[config.mk]
export PLATFORM = sky130hd
export DESIGN_NAME = if_fetch_ctrl
export DESIGN_NICKNAME = d
export VERILOG_FILES = /design/src/rtl/riscv_pkg.sv /design/src/rtl/if_id_reg.sv /design/src/rtl/if_fetch_ctrl.sv
export SDC_FILE = /design/constraint.sdc
export NUM_CORES = 1
export LEC_CHECK = 0
export ABC_CLOCK_PERIOD_IN_PS = 4600
export CELL_PAD_IN_SITES_DETAIL_PLACEMENT = 1
export CELL_PAD_IN_SITES_GLOBAL_PLACEMENT = 2
export CORE_UTILIZATION = 24
export DETAILED_ROUTE_END_ITERATION = 6
export PLACE_DENSITY_LB_ADDON = 0.1
export REMOVE_ABC_BUFFERS = 1
export SLEW_MARGIN = 20
export SYNTH_ARGS = -nofsm -noshare
export SYNTH_HDL_FRONTEND = slang
export SYNTH_SLANG_ARGS = --single-unit
[constraint.sdc]
create_clock -name clk -period 4.6 [get_ports clk]
set_input_delay 0.92 -clock clk [delete_from_list [all_inputs] [get_ports clk]]
set_output_delay 0.92 -clock clk [all_outputs]
set_load 0.1 [all_outputs]
[src/rtl/riscv_pkg.sv]
// Shared definitions for the fetch path: data widths, the reset/flush NOP
// and the fetch FSM state encoding.
package riscv_pkg;

   localparam int unsigned XLEN = 32;
   localparam logic [31:0] NOP_INSTR = 32'h0000_0013;

   typedef enum logic [1:0] {
      StIdle,
      StBusy,
      StDrop
   } fetch_state_e;

endpackage

[src/rtl/if_id_reg.sv]
// IF/ID pipeline register: flush beats capture, capture beats hold, and an
// unstalled cycle without capture empties the slot.
module if_id_reg #(
   parameter int unsigned XLEN      = riscv_pkg::XLEN,
   parameter logic [31:0] NOP_INSTR = riscv_pkg::NOP_INSTR
) (
   input  logic            clk,
   input  logic            res_n,
   input  logic            capture,
   input  logic            flush,
   input  logic            stall,
   input  logic [XLEN-1:0] cap_pc,
   input  logic [31:0]     cap_instr,
   output logic            if_valid,
   output logic [XLEN-1:0] if_pc,
   output logic [31:0]     if_instr
);

   logic            valid_q, valid_d;
   logic [XLEN-1:0] pc_q, pc_d;
   logic [31:0]     instr_q, instr_d;

   always_comb begin
      valid_d = valid_q;
      pc_d    = pc_q;
      instr_d = instr_q;
      if (flush) begin
         valid_d = 1'b0;
         instr_d = NOP_INSTR;
      end else if (capture) begin
         valid_d = 1'b1;
         pc_d    = cap_pc;
         instr_d = cap_instr;
      end else if (!stall) begin
         valid_d = 1'b0;
      end
   end

   always_ff @(posedge clk or negedge res_n) begin
      if (!res_n) begin
         valid_q <= 1'b0;
         pc_q    <= '0;
         instr_q <= NOP_INSTR;
      end else begin
         valid_q <= valid_d;
         pc_q    <= pc_d;
         instr_q <= instr_d;
      end
   end

   assign if_valid = valid_q;
   assign if_pc    = pc_q;
   assign if_instr = instr_q;

endmodule

[src/rtl/if_fetch_ctrl.sv]
// Instruction-fetch controller: drives the PC register, runs one-outstanding
// req/ack fetches and feeds the IF/ID register, with stall and redirect.
module if_fetch_ctrl import riscv_pkg::*; #(
   parameter int unsigned XLEN      = riscv_pkg::XLEN,
   parameter logic [31:0] NOP_INSTR = riscv_pkg::NOP_INSTR
) (
   input  logic            clk,
   input  logic            res_n,
   input  logic [XLEN-1:0] pc_in,
   output logic            pc_write,
   output logic [XLEN-1:0] pc_next,
   input  logic            redirect,
   input  logic [XLEN-1:0] redirect_pc,
   input  logic            stall,
   output logic            imem_req,
   output logic [XLEN-1:0] imem_addr,
   input  logic            imem_ack,
   input  logic [31:0]     imem_rdata,
   output logic            if_valid,
   output logic [XLEN-1:0] if_pc,
   output logic [31:0]     if_instr
);

   fetch_state_e    state_q, state_d;
   logic [XLEN-1:0] req_pc_q, req_pc_d;
   logic [XLEN-1:0] fetch_addr;
   logic            slot_free;
   logic            capture;

   assign slot_free  = !if_valid || !stall;
   // In IDLE the request (if any) targets the live PC; otherwise the latched one.
   assign fetch_addr = (state_q == StIdle) ? pc_in : req_pc_q;

   always_comb begin
      state_d   = state_q;
      req_pc_d  = req_pc_q;
      imem_req  = 1'b0;
      imem_addr = fetch_addr;
      capture   = 1'b0;
      unique case (state_q)
         StIdle: begin
            if (!redirect && slot_free) begin
               imem_req = 1'b1;
               req_pc_d = pc_in;
               if (imem_ack) begin
                  capture = 1'b1;
               end else begin
                  state_d = StBusy;
               end
            end
         end
         StBusy: begin
            imem_req = 1'b1;
            if (redirect) begin
               state_d = imem_ack ? StIdle : StDrop;
            end else if (imem_ack) begin
               capture = 1'b1;
               state_d = StIdle;
            end
         end
         StDrop: begin
            imem_req = 1'b1;
            if (imem_ack) begin
               state_d = StIdle;
            end
         end
         default: state_d = StIdle;
      endcase
      pc_write = redirect || capture;
      pc_next  = redirect ? redirect_pc : fetch_addr + XLEN'(4);
   end

   always_ff @(posedge clk or negedge res_n) begin
      if (!res_n) begin
         state_q  <= StIdle;
         req_pc_q <= '0;
      end else begin
         state_q  <= state_d;
         req_pc_q <= req_pc_d;
      end
   end

   if_id_reg #(
      .XLEN      (XLEN),
      .NOP_INSTR (NOP_INSTR)
   ) u_if_id_reg (
      .clk       (clk),
      .res_n     (res_n),
      .capture   (capture),
      .flush     (redirect),
      .stall     (stall),
      .cap_pc    (fetch_addr),
      .cap_instr (imem_rdata),
      .if_valid  (if_valid),
      .if_pc     (if_pc),
      .if_instr  (if_instr)
   );

endmodule

==> results of run 1 <==
==> worst max-delay path, cell delays in order <==
cell and delay [ps]:
clkdlybuf4s50_1 500, mux2_2 200, ha_1 240, nand4b_1 130, a22oi_2 280, nand4_1 110, buf_4 190, o31a_1 290
o31ai_1 290, buf_4 180, buf_12 160
==> area by class of cell <==
cell class	count	area (um2)	area share, %
tap	280	350	4.05
multi-input combinational	480	2780	32.2
clock buffer	11	243	2.81
sequential	99	2480	28.7
clock inverter	4	51.3	0.593
timing repair buffer	255	2660	30.8
inverter	20	75.1	0.868
==> routing by layer <==
layer  up-vias  wire [um]  track usage (%)
met3        10       1320             4.99
met2       152       9960             31.0
met4         0        177             3.90
li1       2626          -                -
met5         -          0                0
met1      2698       9430             23.3
==> cells in the mapped netlist, types with 2 or more instances <==
master    instances  area share (%)
nand2_1         203              14
dfrtp_1          96              44
o21ai_0          45             4.1
mux2_2           33             6.8
clkbuf_1         30             2.1
nor2_1           26             1.8
a21oi_1          22             2.0
inv_1            19             1.3
mux2i_1          17             3.1
o21ai_1          16             1.5
nand3_1          15             1.4
nand4_1          14             1.6
xnor2_1          10             1.6
xor2_1            8             1.3
o31ai_1           7            0.96
a22oi_1           6            0.82
nor4_1            6            0.69
ha_1              5             1.1
nand3b_1          5            0.69
nand4b_1          5            0.80
o31a_1            5            0.80
buf_2             4            0.37
and2_1            3            0.34
dfstp_2           3             1.4
nor2b_1           3            0.34
o21a_1            3            0.41
a222oi_1          2            0.37
a32o_1            2            0.37
and4_1            2            0.32
and4b_1           2            0.37
buf_1             2            0.14
nor3_1            2            0.18
==> placed cells by master (no fill, tap or decap), types with 4 or more instances in the layout <==
cell,Yosys,layout
nand3b_1,5,5
nor4_1,6,6
buf_4,1,63
nand3_1,15,15
nand4b_1,5,5
clkbuf_16,0,9
inv_1,19,19
a22oi_1,6,6
xnor2_1,10,10
ha_1,5,4
o31ai_1,7,6
dfrtp_1,96,96
o21ai_0,45,45
a21oi_1,22,22
mux2_2,33,33
nand2_1,203,203
mux2i_1,17,17
o31a_1,5,5
xor2_1,8,8
o21ai_1,16,16
clkdlybuf4s50_1,0,163
nor2_1,26,26
nand4_1,14,14
buf_12,0,27
==> through the flow <==
step                area [um2]  hold WS [ps]
detailed placement        8310           468
global route              8640           515
floorplan                 5300           442
CTS                       8620           487
global placement          8310           455
finish                    8640           485
==> flip-flops by register name, summed over array words and instances, names as in the netlist <==
signal and flops:
state_q 2, u_if_id_reg.if_valid 1, u_if_id_reg.if_instr 32, u_if_id_reg.if_pc 32, req_pc_q 32
==> repair_timing <==
| action | CTS | global route |
|---|---|---|
| gates resized for setup | 1 | 1 |
| buffers inserted | 2 | 1 |
| endpoints found under the hold margin | 0 | 0 |
| setup endpoints to repair | 5 | 3 |
| pin swaps | 1 | 2 |
==> path summary, 6_finish.rpt <==
| path | start | endpoint | slack [ps] | cells after the start |
|---|---|---|---|---|
| setup reg to reg | state_q[0] | u_if_id_reg.if_pc[12] | 1950 | 7 |
| hold reg to reg | req_pc_q[26] | req_pc_q[26] | 490 | 2 |
| hold / removal | req_pc_q[26] | req_pc_q[26] | 490 | 2 |
| max in group asynchronous | res_n | req_pc_q[21] | 3020 | 2 |
| setup / recovery | pc_in[2] | pc_next[22] | 180 | 11 |
| min in group asynchronous | res_n | u_if_id_reg.if_pc[5] | 690 | 1 |
==> cell families (layout without fill, tap and decap cells) <==
logic type	after synthesis	in the layout	synth area share (%)
muxes	50	50	9.92
adders and majority gates	5	5	1.15
xor gates and xnor gates	18	18	2.89
buffers and inverters	58	290	4.28
and+or+nand+nor	290	290	23.5
DFF	99	99	45.4
AOI/OAI and AO/OA	117	117	12.9
==> results.md, run 1 <==
- Quantity of I/O buffers inserted on ports: 231
- Starting DRT DRC Count: 233
- Critical Path RT: 3680 ps
- Remaining global-route overflow: 0
- Non-Filler Instances: 1149
- Largest net degree at the start of global routing: 115
- Final Cycle Share: 96.1%
- Worst hold path type: flip-flop to flip-flop
- CTS tree: yes
- CTS max path bufs: 2
- Die area: 0.0234 mm2
- DRT Wirelength: 20900 um
- Worst Path Max Fanout: 6
- Cell Area, Synth: between 0.005 and 0.006 mm2
- WS Path Type: input port to output port
- Outcome: completed
- H-tree depth: 3
- Antenna violations before repair: 0
- Pre-CTS setup slack: -115 ps
- Mean Syn Cell Area: 8.58 um2
- Synth Register Bits: 99
- P&R area growth vs syn: 58.2%
- Worst setup SP type: input port
- Io pins: around 230
- DR WL/cell: 18.2 um
- Vias in the first global route: between 5000 and 6000
- Rows: 54
- Total number of vias: 5486
- Clk pin slew, worst setup/hold paths: about 70 ps
- Final core utilization: about two fifths
- Layout cells sized above 1: between 10% and 20%
- Setup WS post-layout: 180 ps
- Die height: around 150 um
- Synth Instances: 637
- First-pass GRT wire length: about 34000 um
- First drt pass iteration count: 4
- RSZ-0062 raised after global routing: no
- Actual slew at the worst max-slew pin: just over 1000 ps
- TritonCTS Sinks: 99
- Initial core utilization: 24.7%
- CTS buffer count: 9
- Post-CTS Hold Buffers: 0
- Final nets: 971
- GP Congestion: 0.782
- Arrival time at the worst endpoint: 3500 ps
- Fillers: 2547
- Syn. warnings: 0
- Ys async rst share: 100%
- # setup viols final: 0
- Dpl cells: 1131
- Final min period: ~4400 ps
- F_max: about 0.23 GHz
- Final hold violations: 0
- Clock Root Buffer: clkbuf_16
- Post-DP HPWL: between 15000 and 20000 um
- Post-synth EDFFs: 0
- Post-DRT Antenna Nets: 0
- N_diodes: 0
- Average vias per placed instance: 4.77
- Max-slew headroom: between 30% and 40%
- Final setup skew: 7.75 ps
- Crit end category: output port
- GRT Total Usage: 18.3%
- Core area: 0.0221 mm2
- Worst-Skew Late Latency: 350 ps
- Max_cap viols: 0
- DRC viols: 0
- Most used DFF post-synth: dfrtp_1
- Total negative slack: 0 ps
- Pins Over Slew Limit: 0
- Register area share after synthesis: 45.4%
- Die Wd: 153 um
- Post-synthesis cell type count: 48
Power of run 1 is left out: the tool's default activity adds up to more than one toggle a clock period on the data nets, which glitch-free logic cannot reach.
==> run 2: changes to the inputs <==
GPL_ROUTABILITY_DRIVEN = 0   (was not set)
==> results of run 2 <==
No change in the layout: final DEF, timing and power equal those of run 1.
Power of run 2 is left out for the same reason.
==> run 3: changes to the inputs <==
CORE_ASPECT_RATIO = 1.2   (was not set)
CORE_UTILIZATION = 35   (was 24)
DONT_BUFFER_PORTS = 1   (was not set)
==> results.md, run 3 (same netlist as run 1, synthesis figures left out) <==
- Outcome: completed
- Gates resized, CTS repair: 0
- Slowest cell on the critical path: a22oi_1
- Final min period: 4310 ps
- Initial core utilization: a little over a third
- RSZ-0062 raised after global routing: no
- Reg area: 0.00248 mm2
- Antenna violations before repair: 0
- Clk pin slew, worst setup/hold paths: 80 ps
- Design area: ~0.0067 mm2
- Worst hold path type: input port to asynchronous set/reset pin
- CTS max path bufs: 2
- Arrival time at the worst endpoint: approximately 3400 ps
- Starting DRT DRC Count: about 150
- Rows: 49
- GRT Total Usage: 22.0%
- Crit-path max cell delay: 600 ps
- Quantity of I/O buffers inserted on ports: 0
- Clock Root Buffer: clkbuf_16
- Remaining global-route overflow: 0
- CP Cell Sequence: inv_1 > ha_4 > buf_4 > nand3_1 > a22oi_1 > nand3_1 > o31a_1 > o31ai_4 > buf_12
- H-tree depth: 3
- R2r setup slk: 1660 ps
- Post-DP HPWL: about 12000 um
- Multi-input logic area: 0.00294 mm2
- Pins Over Slew Limit: 0
- Total number of vias: roughly 4700
- TritonCTS Sinks: 99
- Final core utilization: around 44%
- First-pass GRT wire length: ~27000 um
- CP most frequent cell: nand3_1
- Final Cycle Share: 93.7%
- Post-DRT Antenna Nets: 0
- # setup viols final: 0
- First drt pass iteration count: 4
- DR WL/cell: 19.8 um
- Max_cap viols: 0
- Die height: 139 um
- DRT Wirelength: 17200 um
- Critical Path RT: 3680 ps
- Io pins: about 230
- Worst Path Max Fanout: 22
- Core area: 0.0151 mm2
- Total negative slack: 0 ps
- N_diodes: 0
- Hold WS: 253 ps
- Crit end category: output port
- Critical path's top delay family: compound AO/OA/AOI/OAI gates
- Final setup skew: between 6 and 7 ps
- Average vias per placed instance: 5.45
- Final nets: 764
- Max-slew headroom: 35.2%
- Vias in the first global route: 5021
- Actual slew at the worst max-slew pin: 973 ps
- Post-CTS Hold Buffers: 0
- Largest net degree at the start of global routing: 100
- WS Path Type: flip-flop to output port
- Layout cells sized above 1: 20.7%
- Commonest non-fill, non-tap cells in the layout: nand2_1 (203), dfrtp_1 (96), o21ai_0 (40)
- DRC viols: 0
- Leading cell type in the layout, fill and taps excluded: nand2_1
- Worst-Skew Late Latency: 350 ps
- Worst setup SP type: flip-flop
- CTS tree: yes
- Die Wd: 116 um
- Die area: between 0.015 and 0.02 mm2
- F_max: 0.232 GHz
- Fillers: 1797
- Final hold violations: 0
- Placement Cell Area: 0.00639 mm2
- P&R area growth vs syn: 22.4%
- CTS buffer count: 9
- Worst path bufs/invs: 3
-- run 3: cell types whose count changed in the layout (fill, tap and decap cells not counted), sizes merged --
cell	before	now
buf	92	48
clkinvlp	1	2
bufinv	1	0
clkdlybuf4s50	163	0
clkbuf	11	10
inv	20	22
-- run 3: per-stage QoR --
stage | instances | setup WS, ps
5_1_grt | 867 | 25.8
3_5_place_dp | 850 | 485
4_1_cts | 866 | 92.0
2_1_floorplan | 599 | -2930
3_3_place_gp | 850 | 590
6_report | 867 | 289
-- run 3: worst paths after layout --
check / startpoint / end / depth (start not counted)
worst max-delay path: state_q[0] / pc_next[31] / 9
worst max register to register: state_q[0] / u_if_id_reg.if_pc[1] / 7
worst min-delay path: res_n / u_if_id_reg.if_pc[4] / 0
min in group clk: req_pc_q[0] / req_pc_q[0] / 2
worst min register to register: req_pc_q[0] / req_pc_q[0] / 2
max in group asynchronous: res_n / u_if_id_reg.if_instr[4] / 0
-- run 3: layout make-up --
type,instances,share of cell area [%]
clock buffers,10,3.57
clock inverters,6,0.730
inverters,20,1.12
multi-input cells,480,44.0
flip-flops and latches,99,37.1
well taps,204,3.82
repair buffers,48,9.69
-- run 3: what timing repair did --
action,CTS,global route
endpoints found under the setup margin,0,3
buffers inserted,0,1
hold endpoints to repair,0,0
-- run 3: layer usage --
layer | vias up | GRT usage [%] | wire length, um
li1 | 2209 | - | -
met3 | 8 | 6.73 | 1240
met5 | - | 0 | 0
met2 | 157 | 39.2 | 8960
met1 | 2355 | 25.3 | 6830
met4 | 0 | 5.33 | 119
Power of run 3 is left out for the same reason.
